--- src/rtl/clk_div_monitor.sv ---
// Divided-clock checker: measures period and high time of a divided clock
// in source-clock cycles and reports lock, mismatch and loss-of-clock.
module clk_div_monitor #(
  parameter int CNT_W    = 8,
  parameter int LOCK_CNT = 4
) (
  input  logic             i_clk,
  input  logic             i_rst,
  input  logic             i_div_clk,
  input  logic [CNT_W-1:0] i_ratio,
  output logic [CNT_W-1:0] o_period,
  output logic [CNT_W-1:0] o_high,
  output logic             o_valid,
  output logic             o_lock,
  output logic             o_err,
  output logic             o_timeout
);

  localparam logic [0:0] IDLE = 1'b0;
  localparam logic [0:0] MEAS = 1'b1;

  localparam logic [CNT_W-1:0] CNT_MAX = '1;
  localparam logic [CNT_W-1:0] CNT_LIM = CNT_MAX - CNT_W'(1);
  localparam logic [3:0]       LOCK_N  = 4'(LOCK_CNT);

  logic [1:0]       sync;
  logic             s;
  logic             s_d;
  logic             rise;
  logic [0:0]       state;
  logic [CNT_W-1:0] cnt;
  logic [CNT_W-1:0] hcnt;
  logic [3:0]       mcnt;
  logic [CNT_W-1:0] half_lo;
  logic [CNT_W-1:0] half_hi;
  logic             match;

  assign s    = sync[1];
  assign rise = s & ~s_d;

  // Odd ratios give an off-by-half duty, so floor and ceil both pass.
  assign half_lo = i_ratio >> 1;
  assign half_hi = half_lo + CNT_W'(i_ratio[0]);
  assign match   = (cnt == i_ratio)
                && (i_ratio >= CNT_W'(2))
                && ((hcnt == half_lo) || (hcnt == half_hi));

  always_ff @(posedge i_clk or posedge i_rst) begin
    if (i_rst) begin
      sync <= '0;
      s_d  <= 1'b0;
    end else begin
      sync <= {sync[0], i_div_clk};
      s_d  <= s;
    end
  end

  always_ff @(posedge i_clk or posedge i_rst) begin
    if (i_rst) begin
      state     <= IDLE;
      cnt       <= '0;
      hcnt      <= '0;
      mcnt      <= '0;
      o_period  <= '0;
      o_high    <= '0;
      o_valid   <= 1'b0;
      o_lock    <= 1'b0;
      o_err     <= 1'b0;
      o_timeout <= 1'b0;
    end else begin
      o_valid <= 1'b0;
      o_err   <= 1'b0;
      o_lock  <= (mcnt == LOCK_N);
      case (state)
        IDLE: begin
          if (rise) begin
            cnt       <= CNT_W'(1);
            hcnt      <= CNT_W'(1);
            o_timeout <= 1'b0;
            state     <= MEAS;
          end
        end
        MEAS: begin
          if (rise) begin
            o_period  <= cnt;
            o_high    <= hcnt;
            o_valid   <= 1'b1;
            cnt       <= CNT_W'(1);
            hcnt      <= CNT_W'(1);
            o_timeout <= 1'b0;
            if (match) begin
              if (mcnt != LOCK_N)
                mcnt <= mcnt + 4'd1;
            end else begin
              mcnt  <= '0;
              o_err <= 1'b1;
            end
          end else if (cnt == CNT_LIM) begin
            // Counter parks at all-ones; the lost clock re-arms from IDLE.
            cnt       <= CNT_MAX;
            o_timeout <= 1'b1;
            mcnt      <= '0;
            o_lock    <= 1'b0;
            state     <= IDLE;
          end else begin
            cnt  <= cnt + CNT_W'(1);
            hcnt <= hcnt + CNT_W'(s);
          end
        end
        default: state <= IDLE;
      endcase
    end
  end

endmodule

--- config.mk ---
export PLATFORM = sky130hd
export DESIGN_NAME = clk_div_monitor
export DESIGN_NICKNAME = d
export VERILOG_FILES = /design/src/rtl/clk_div_monitor.sv
export SDC_FILE = /design/constraint.sdc
export NUM_CORES = 1
export LEC_CHECK = 0
export BUFFER_PORTS_ARGS = -buffer_cell sky130_fd_sc_hd__clkbuf_2
export CAP_MARGIN = 10
export CORE_MARGIN = 4
export CORE_UTILIZATION = 57
export CTS_CLUSTER_DIAMETER = 80
export DETAILED_ROUTE_END_ITERATION = 16
export GPL_ROUTABILITY_DRIVEN = 0
export PLACE_DENSITY = 0.81
export SYNTH_ARGS = -nofsm -noshare
export SYNTH_HDL_FRONTEND = slang
export SYNTH_SLANG_ARGS = --single-unit
--- constraint.sdc ---
create_clock -name i_clk -period 2.34 [get_ports i_clk]
set_clock_uncertainty 0.05 [all_clocks]
set_input_delay 0.468 -clock i_clk [delete_from_list [all_inputs] [get_ports i_clk]]
set_output_delay 0.468 -clock i_clk [all_outputs]
set_load 0.02 [all_outputs]
# After elaboration in Yosys (flattened, before gate mapping)
# Index checks and enable logic that the tools add are counted.
op_classes:
  n_eq_ne: 10
  add_sub_neg: 4
  n_mux: 26
  reduce_logical: 8
  magnitude_cmp: 1
  multipliers: 0
  bitwise: 3
  n_div: 0
  shift: 0
op_table:
  columns: ["op", "count"]
  rows:
  - ["8-bit 2-to-1 mux", 5]
  - ["8-bit one-hot mux with 2 select lines", 2]
  - ["8-bit equality test", 2]
  - ["4-bit 2-to-1 mux", 4]
  - ["1-bit 2-to-1 mux", 13]
  - ["7-bit by 1-bit adder with 8-bit output", 1]
  - ["8-bit by 1-bit adder with 8-bit output", 1]
  - ["8-bit by 1-bit adder with 8-bit output (second input constant)", 1]
  - ["8-bit by 7-bit equality test with 1-bit output", 1]
  - ["8-bit equality test (second input constant)", 1]
  - ["8-bit by 2-bit >= comparator with 1-bit output (second input constant)", 1]
  - ["3-bit by 2-bit inequality test with 1-bit output (second input constant)", 2]
  - ["2-bit AND reduction", 3]
  - ["4-bit by 1-bit adder with 4-bit output (second input constant)", 1]
  - ["4-bit by 3-bit equality test with 1-bit output (second input constant)", 1]
  - ["4-bit by 3-bit inequality test with 1-bit output (second input constant)", 1]
  - ["1-bit one-hot mux with 2 select lines", 2]
  - ["3-bit inequality test (second input constant)", 1]
  - ["3-bit AND reduction", 1]
  - ["1-bit logical AND", 2]
  - ["2-bit inequality test (second input constant)", 1]
  - ["1-bit inverter", 2]
  - ["2-bit nonzero test", 1]
  - ["1-bit bitwise AND", 1]
  - ["1-bit logical OR", 1]
totals:
  ff_bits: 44
  latchBits: 0
  n_memories: 0
  output_inout_bits: 20
  mem_bits_ro: 0
  ram_bits: 0

# Logic depth before layout (Yosys ltp)
# Gate-level depths: netlist (run 1).
logic_depth:
  ltp_word: 7
  depth_mapped: 8
  ltp_nobuf: 8

# Worst setup path after synthesis (run 1)
# No wires, ideal clock.
synth_path:
  path_type: "in2reg"
  start: "input i_ratio[0]"
  end: "register mcnt[2]"
  path_slack_ns: 0.251
  t_arrival_ns: 1.902
  cell_stages: 8
  required_ns: 2.153
  cell_sequence: "ha_1 ha_1 and3b_1 or3_1 a31oi_2 a211oi_2 o2111ai_1 a21oi_1"
synth_between:
  elab_chain_cells: 6
synth_rtl:
  columns: ["element", "line_no", "source"]
  rows:
  - ["start, declared", "10", "input logic [CNT_W-1:0] i_ratio,"]
  - ["7-bit by 1-bit adder with 8-bit output", "43", "assign half_hi = half_lo + CNT_W'(i_ratio[0]);"]
  - ["8-bit equality test", "46", "&& ((hcnt == half_lo) || (hcnt == half_hi));"]
  - ["1-bit logical OR", "46", null]
  - ["1-bit logical AND *", "46", null]
  - ["3-bit by 2-bit inequality test with 1-bit output (no line) or 4-bit 2-to-1 mux (tied branches)", null, null]
  - ["3-bit AND reduction (no line) or 4-bit 2-to-1 mux (tied branches)", null, null]
  - ["end signal, assigned", "93", "mcnt <= mcnt + 4'd1;"]
  - ["end, declared", "33", "logic [3:0] mcnt;"]
# Every way passes the cells marked *; elsewhere a longest branch is shown, timed or not.
# A chain may end at the register's enable or synchronous reset.

# Final worst setup path (run 1)
# Ends and elaborated chain as after synthesis.

==> impl_metrics.py, run 1 <==
metrics = {
    "outcome": {
        "run_status": "finished clean",
    },
    "sta": {
        "rsz0062_at_grt": "false",
        "slew_viol_final": 0,
        "slew_headroom_pct": 63.1,
        "fmax_ghz": 0.497,
        "tightest_slew_ns": 0.549,
        "setup_tns_ns": 0,
        "whs_ns": 0.211,
        "finalSetupViolCount": 0,
        "finalHoldViolations": 0,
        "period_needed_ns": 2.01,
        "fin_crit_sh_pct": 86.0,
    },
    "die": {
        "start_util_pct": 59.7,
        "io_pins": 31,
        "die_area_um2": 5320,
        "coreArea_um2": 4030,
        "die_w_um": 73.0,
        "num_rows": 23,
        "die_h_um": 73.0,
    },
    "grt": {
        "antenna_found_initial": 0,
        "grt_overflow": 0,
        "grt_pass1_vias": 1903,
        "grt_max_degree": 45,
        "grt_util_all_layers_pct": 21.7,
        "grt_pass1_wl_mm": 8.90,
    },
    "drt": {
        "wl_mm": 5.07,
        "postRouteAntennaNets": 0,
        "drt_iter0_markers": 136,
        "vias": 1868,
        "route.detailed.drc": 0,
        "routed_via_density": 5.86,
        "wl_per_cell_um": 15.9,
        "drt_first_pass_iters": 4,
    },
    "setup_path": {
        "crit_type": "in2reg",
        "crit_path_cell_trace": "clkbuf_2, ha_1, ha_1, and3b_1, or3_1, a31oi_2, a211oi_2, o2111ai_1, a21oi_1",
        "crit_buf_inv": 1,
        "max_stage_delay_ns": 0.35,
        "cpMostUsedCell": "ha_1",
        "required_ns": 2.46,
        "path_delay_family": "compound AO/OA/AOI/OAI gates",
        "cp_slowest_cell": "or3_1",
        "arrival_ns": 2.13,
        "cp-end-kind": "register",
        "path_max_fanout": 4,
        "critPathLaunchType": "input pin",
    },
    "clock_network": {
        "cts_resized": 0,
        "root_buffer": "clkbuf_8",
        "cts_tree": "built",
        "path_clk_slew_ns": 0.08,
        "clk_latency_ns": 0.30,
        "cts_hold_buf": 0,
        "clkSinkCount": 44,
        "clock_path_buffers": 2,
        "htree_levels": 2,
        "cts_made_buffers": 5,
        "postCtsSetupRepairBufs": 0,
    },
    "cells_and_area": {
        "final_common_cell": "dfrtp_1",
        "fin_area_um2": 2730,
        "antenna_cells": 0,
        "final_nets": 288,
        "syn2layout_area_growth_pct": 13.6,
        "nFillCells": 335,
        "mostFrequentLayoutCells": "44 x dfrtp_1, 30 x clkbuf_2, 19 x nand2_1",
        "drive_gt1_share_pct": 21.2,
    },
    "power": {
        "power.internal_mw": 1.45,
        "clockPowerShare_pct": 28.3,
        "p_sw_share_pct": 33.1,
        "net-switching-power_mw": 0.720,
        "power.density_nw_per_um2": 796,
        "ir_drop_v": 0.000503,
        "pwr-share-comb_pct": 24.2,
        "p_leak_nw": 1.28,
        "p_seq_share_pct": 47.5,
    },
    "place": {
        "dp_hpwl_mm": 3.76,
        "io_buffers": 30,
        "placed_cell_area_um2": 2610,
    },
    "synth": {
        "synth_area_per_cell_um2": 10.2,
        "syn_area_um2": 2410,
        "dominantRegCellSynth": "dfrtp_1",
        "netlist_instances": 235,
        "yosysWarnings": 0,
        "ys_seq_area_share_pct": 45.8,
        "synth_edf_count": 0,
        "synth_seq_cells": 44,
        "syn_nets": 255,
        "synthArstFlopShare_pct": 100,
        "ys_types": 49,
    },
    "flow_run": {
        "cap_violations": 0,
    },
    "min_path": {
        "min_path_type": "in2async",
    },
}
[cell families (layout without fill, tap and decap cells)]
family	Yosys count	count (layout)	synth area share [%]
AOI/OAI and AO/OA	41	41	11.8
xor gates and xnor gates	24	24	8.74
adders and majority gates	9	9	4.68
buffers and inverters	20	54	3.90
DFF	44	44	45.8
muxes	14	14	6.55
and+or+nand+nor	83	83	18.6
[stage by stage]
step / utilization, % / setup WS, ns / std cells / total power [mW]
floorplan: - / 0.251 / 235 / 1.40
global placement: 64.8 / 0.0674 / 311 / 1.55
detailed placement: 64.8 / 0.0119 / 311 / 1.57
CTS: 67.8 / 0.336 / 319 / 2.19
global route: 67.8 / 0.194 / 319 / 2.30
finish: 67.8 / 0.328 / 319 / 2.17
[power by group through the flow]
stage / registers [mW] / clock network, mW / logic, mW
2_1_floorplan: 1.07 / 0 / 0.334
3_3_place_gp: 1.04 / 0 / 0.513
3_5_place_dp: 1.05 / 0 / 0.528
4_1_cts: 1.03 / 0.625 / 0.530
5_1_grt: 1.05 / 0.654 / 0.591
6_report: 1.03 / 0.616 / 0.525
[cell usage after synthesis, types with 2 or more instances]
cell type / n / area share [%]
and3_1: 4 / 1.0
nor4_1: 2 / 0.52
nand3_1: 11 / 2.3
o2111ai_1: 3 / 1.1
clkbuf_1: 2 / 0.31
a21oi_1: 10 / 2.1
nor2b_1: 2 / 0.52
xor2_1: 7 / 2.5
dfrtp_1: 44 / 46
o22ai_1: 3 / 0.78
a31oi_1: 4 / 1.0
buf_2: 6 / 1.2
mux2_1: 10 / 4.7
nor3_1: 8 / 1.7
xnor2_1: 17 / 6.2
nand4_1: 4 / 1.0
nor3b_1: 4 / 1.2
nand2_1: 19 / 3.0
nor2_1: 18 / 2.8
o21a_1: 2 / 0.62
ha_1: 9 / 4.7
mux2_2: 4 / 1.9
inv_1: 9 / 1.4
o21ai_0: 8 / 1.7
[flip-flops by register name, summed over array words and instances (netlist names)]
register,flops
cnt,8
hcnt,8
o_high,8
o_period,8
mcnt,4
sync,2
o_err,1
o_lock,1
o_timeout,1
o_valid,1
s_d,1
state,1
[worst register-to-register path, delay by kind of cell, from the launching register on]
kind                     cells  cell delay [ns]
flip-flops                   1             0.48
AO/OA/AOI/OAI                1             0.29
adder cells (fa/ha/maj)      1             0.19
buffers and inverters        1             0.11
AND/OR/NAND/NOR              4             0.54
XOR/XNOR                     1             0.17
[layout make-up]
| type | count | area [µm²] | share of cell area [%] |
|---|---|---|---|
| clock buffers | 6 | 82.6 | 3.02 |
| clock inverters | 2 | 38.8 | 1.42 |
| inverters | 9 | 33.8 | 1.24 |
| multi-input cells | 171 | 1210 | 44.3 |
| flip-flops and latches | 44 | 1100 | 40.3 |
| well taps | 50 | 62.6 | 2.29 |
| repair buffers | 37 | 203 | 7.42 |
[routing by layer]
metal	track usage (%)	up-vias	wire (µm)
li1	-	897	-
met1	30.3	881	2240
met2	32.2	71	2380
met3	5.10	19	311
met4	9.84	0	139
met5	0	-	0
[path summary, 6_finish.rpt]
path	from	end	slack (ns)	depth (start not counted)
worst max-delay path	i_ratio[0]	mcnt[2]$_DFFE_PP0P_	0.33	9
worst min-delay path	i_rst	o_high[3]$_DFFE_PP0P_	0.21	3
worst max register to register	cnt[0]$_DFFE_PP0P_	hcnt[7]$_DFFE_PP0P_	0.39	8
worst min register to register	sync[0]$_DFF_PP0_	sync[1]$_DFF_PP0_	0.30	0
max in group asynchronous	i_rst	hcnt[0]$_DFFE_PP0P_	1.66	3
min in group i_clk	i_div_clk	sync[0]$_DFF_PP0_	0.22	1
(Power assumes the default switching activity.)
==> run 2, diff against run 1 <==
Settings changed: GPL_ROUTABILITY_DRIVEN 0 to not set, SLEW_MARGIN set to 25.
Clock period 2.34 ns to 2.27 ns, I/O delays scaled along.
==> impl_metrics.py, run 2 (synthesized netlist as in run 1, its figures left out) <==
metrics = {
    "setup_path": {
        "required_ns": 2.38,
        "crit_type": "in2reg",
        "critPathLaunchType": "input pin",
        "cp-end-kind": "register",
        "path_max_fanout": 4,
        "arrival_ns": 2.13,
    },
    "drt": {
        "route.detailed.drc": 0,
        "drt_iter0_markers": 200,
        "postRouteAntennaNets": 0,
        "drt_first_pass_iters": 4,
        "routed_via_density": 5.77,
        "wl_mm": 5.06,
        "wl_per_cell_um": 15.8,
        "vias": 1853,
    },
    "min_path": {
        "min_path_type": "in2async",
    },
    "die": {
        "coreArea_um2": 4030,
        "die_h_um": 73.0,
        "die_area_um2": 5320,
        "num_rows": 23,
        "die_w_um": 73.0,
        "io_pins": 31,
        "start_util_pct": 59.7,
    },
    "sta": {
        "period_needed_ns": 2.02,
        "whs_ns": 0.208,
        "fin_crit_sh_pct": 88.9,
        "finalHoldViolations": 0,
        "rsz0062_at_grt": "false",
        "fmax_ghz": 0.496,
        "tightest_slew_ns": 0.550,
        "finalSetupViolCount": 0,
        "slew_viol_final": 0,
        "slew_headroom_pct": 63.1,
    },
    "clock_network": {
        "path_clk_slew_ns": 0.08,
        "cts_tree": "built",
        "clk_latency_ns": 0.30,
        "cts_made_buffers": 5,
        "cts_hold_buf": 0,
        "root_buffer": "clkbuf_8",
        "clkSinkCount": 44,
        "htree_levels": 2,
        "clock_path_buffers": 2,
        "cts_resized": 0,
        "postCtsSetupRepairBufs": 0,
    },
    "grt": {
        "grt_pass1_vias": 1725,
        "grt_pass1_wl_mm": 8.34,
        "grt_overflow": 0,
        "grt_util_all_layers_pct": 20.8,
        "grt_max_degree": 45,
        "antenna_found_initial": 0,
    },
    "cells_and_area": {
        "syn2layout_area_growth_pct": 13.6,
        "utilization_pct": 67.9,
        "antenna_cells": 0,
        "final_nets": 290,
        "mostFrequentLayoutCells": "44 x dfrtp_1, 30 x clkbuf_2, 19 x nand2_1",
        "final_common_cell": "dfrtp_1",
        "nFillCells": 323,
        "drive_gt1_share_pct": 21.4,
    },
    "outcome": {
        "run_status": "finished clean",
    },
    "place": {
        "dp_hpwl_mm": 3.78,
        "place.gp.congestion": 0.898,
        "io_buffers": 30,
    },
    "power": {
        "ir_drop_v": 0.000426,
        "power.density_nw_per_um2": 804,
        "p_leak_nw": 1.28,
    },
    "flow_run": {
        "cap_violations": 0,
    },
}
run 2: path summary, 6_finish.rpt:
path / from / endpoint / slack [ns] / cells past startpoint
worst max-delay path: i_ratio[0] / mcnt[2]$_DFFE_PP0P_ / 0.25 / 9
max in group asynchronous: i_rst / o_period[0]$_DFFE_PP0P_ / 1.58 / 3
worst min register to register: sync[0]$_DFF_PP0_ / sync[1]$_DFF_PP0_ / 0.30 / 0
min in group i_clk: i_div_clk / sync[0]$_DFF_PP0_ / 0.22 / 1
worst max register to register: hcnt[4]$_DFFE_PP0P_ / mcnt[1]$_DFFE_PP0P_ / 0.34 / 6
worst min-delay path: i_rst / o_high[4]$_DFFE_PP0P_ / 0.21 / 3
run 2: area by class of cell:
type | instances | area (µm²) | area share (%)
multi-input cells | 171 | 1210 | 44.3
inverters | 9 | 33.8 | 1.24
repair buffers | 39 | 218 | 7.96
flip-flops and latches | 44 | 1100 | 40.3
clock inverters | 2 | 35.0 | 1.28
clock buffers | 6 | 72.6 | 2.65
well taps | 50 | 62.6 | 2.29
run 2: power breakdown:
group	switching, mW	total, mW	internal (mW)	leakage (nW)
Clock	0.264	0.590	0.327	0.0552
Sequential	0.153	1.06	0.905	0.577
Combinational	0.309	0.548	0.239	0.652
Total	0.726	2.20	1.47	1.28
run 2: critical path, cell delays in order:
cell and delay (ns):
clkbuf_2 0.09, ha_1 0.24, ha_1 0.24, and3b_1 0.16, or3_1 0.35, a31oi_2 0.21, a211oi_2 0.08, o2111ai_1 0.20
a21oi_1 0.10
run 2: per-layer routing:
layer / GRT usage, % / vias up / share of wire, %
met1: 27.8 / 888 / 45
met4: 7.99 / 0 / 2.1
met5: 0 / - / 0
li1: - / 902 / -
met2: 32.4 / 54 / 47
met3: 5.37 / 9 / 5.4
run 2: through the flow:
step / total power, mW / cells / setup TNS [ns] / worst slack [ns] / instance area [µm²]
detailed placement: 1.62 / 313 / -0.0963 / -0.0445 / 2630
floorplan: 1.44 / 235 / 0 / 0.195 / 2410
global route: 2.34 / 321 / 0 / 0.199 / 2730
CTS: 2.22 / 321 / 0 / 0.280 / 2730
finish: 2.20 / 321 / 0 / 0.253 / 2730
global placement: 1.60 / 313 / 0 / 0.0299 / 2630
==> run 3, diff against run 2 <==
--- a/config.mk
+++ b/config.mk
@@ -12,4 +12,5 @@
 export CTS_CLUSTER_DIAMETER = 80
 export DETAILED_ROUTE_END_ITERATION = 16
+export GPL_ROUTABILITY_DRIVEN = 0
 export PLACE_DENSITY = 0.81
 export SLEW_MARGIN = 25
==> constraint.sdc (replaced) <==
create_clock -name i_clk -period 2.27 [get_ports i_clk]
set_clock_uncertainty 0.05 [all_clocks]
set_input_delay 0 -clock i_clk [delete_from_list [all_inputs] [get_ports i_clk]]
set_output_delay 0 -clock i_clk [all_outputs]
set_load 0.02 [all_outputs]
==> impl_metrics.py, run 3 (synthesized netlist as in run 1, its figures left out) <==
metrics = {
    "outcome": {
        "run_status": "finished clean",
    },
    "place": {
        "dp_hpwl_mm": 3.51,
        "pre_cts_slack_ns": 0.342,
        "place_inst": 307,
        "io_buffers": 30,
        "placed_cell_area_um2": 2590,
    },
    "power": {
        "power.density_nw_per_um2": 825,
        "ir_drop_v": 0.000485,
        "finalPower_mw": 2.26,
        "p_leak_nw": 1.28,
    },
    "sta": {
        "slew_headroom_pct": 63.4,
        "tightest_slew_ns": 0.545,
        "period_needed_ns": 1.97,
        "fmax_ghz": 0.508,
        "rsz0062_at_grt": "false",
        "setup_tns_ns": 0,
        "finalSetupViolCount": 0,
        "fin_crit_sh_pct": 86.8,
        "whs_ns": 0.253,
        "slew_viol_final": 0,
        "fin_ws_ns": 0.300,
        "finalHoldViolations": 0,
    },
    "clock_network": {
        "cts_made_buffers": 5,
        "root_buffer": "clkbuf_8",
        "htree_levels": 2,
        "clock_path_buffers": 2,
        "cts_tree": "built",
        "clk_latency_ns": 0.30,
        "clkSinkCount": 44,
        "path_clk_slew_ns": 0.08,
    },
    "grt": {
        "grt_pass1_vias": 1701,
        "grt_max_degree": 45,
        "grt_overflow": 0,
        "grt_util_all_layers_pct": 20.9,
        "grt_pass1_wl_mm": 8.44,
        "antenna_found_initial": 0,
    },
    "drt": {
        "drt_first_pass_iters": 4,
        "wl_per_cell_um": 15.6,
        "route.detailed.drc": 0,
        "wl_mm": 4.95,
        "vias": 1858,
        "drt_iter0_markers": 171,
        "postRouteAntennaNets": 0,
        "routed_via_density": 5.86,
    },
    "cells_and_area": {
        "final_common_cell": "dfrtp_1",
        "utilization_pct": 68.0,
        "antenna_cells": 0,
        "drive_gt1_share_pct": 19.9,
        "mostFrequentLayoutCells": "44 x dfrtp_1, 30 x clkbuf_2, 19 x nand2_1",
        "nFillCells": 321,
        "stdcell_count": 317,
        "syn2layout_area_growth_pct": 13.9,
        "fin_area_um2": 2740,
        "final_nets": 286,
        "multiInputGateArea_um2": 1210,
        "seqCellArea_um2": 1100,
    },
    "setup_path": {
        "cp-end-kind": "register",
        "ff2ff_path_depth": 8,
        "critPathLaunchType": "register",
        "arrival_ns": 2.10,
        "r2r-end": "hcnt[6]$_DFFE_PP0P_",
        "endpoint": "hcnt[6]$_DFFE_PP0P_",
        "r2r-start": "cnt[0]$_DFFE_PP0P_",
        "worst-r2r-setup-slack_ns": 0.30,
        "critical_path.startpoint": "cnt[0]$_DFFE_PP0P_",
        "crit_type": "reg2reg",
        "path_max_fanout": 7,
        "required_ns": 2.40,
    },
    "min_path": {
        "min_path_type": "in2reg",
    },
    "die": {
        "die_w_um": 73.0,
        "die_area_um2": 5320,
        "io_pins": 31,
        "num_rows": 23,
        "start_util_pct": 59.7,
        "die_h_um": 73.0,
        "coreArea_um2": 4030,
    },
    "flow_run": {
        "cap_violations": 0,
    },
}
## run 3: critical path, stage by stage, from the launching register on
cell and delay, ns:
dfrtp_1 0.47, inv_1 0.09, ha_1 0.24, nand2_1 0.09, o31a_1 0.28, nand4_1 0.17
or2_1 0.27, xor2_1 0.15, nor2_1 0.05
## run 3: how the worst min path moves through the flow
stage	end	cells after the start	start	slack, ns
2_1_floorplan	sync[0]$_DFF_PP0_	0	i_div_clk	-0.02
3_3_place_gp	sync[0]$_DFF_PP0_	1	i_div_clk	0.06
3_5_place_dp	sync[0]$_DFF_PP0_	1	i_div_clk	0.06
4_1_cts	mcnt[0]$_DFFE_PP0P_	6	i_ratio[0]	0.26
5_1_grt	sync[0]$_DFF_PP0_	2	i_div_clk	0.32
6_report	mcnt[0]$_DFFE_PP0P_	6	i_ratio[0]	0.25
## run 3: report_power, final
group | switching [mW] | leakage (nW) | internal [mW]
clock | 0.270 | 0.0645 | 0.388
sequential | 0.157 | 0.577 | 0.905
combinational | 0.304 | 0.638 | 0.235
## run 3: layout make-up
class | count | share of cell area [%]
Inverter | 9 | 1.23
Timing Repair Buffer | 35 | 7.49
Clock buffer | 7 | 3.52
Clock inverter | 1 | 1.10
Sequential cell | 44 | 40.2
Multi-Input combinational cell | 171 | 44.2
Tap cell | 50 | 2.28
## run 3: routing by layer
layer	track usage, %	vias up	routed length, µm
li1	-	896	-
met1	29.5	912	2270
met2	31.8	44	2360
met3	4.27	6	254
met4	7.79	0	72
met5	0	-	0
## run 3: repair_timing
| item | 4_1_cts | 5_1_grt |
|---|---|---|
| endpoints found under the setup margin | 0 | 0 |
| hold buffers | 2 | 0 |
| gates resized for setup | 0 | 0 |
| hold endpoints to repair | 45 | 0 |
| setup buffers | 0 | 0 |
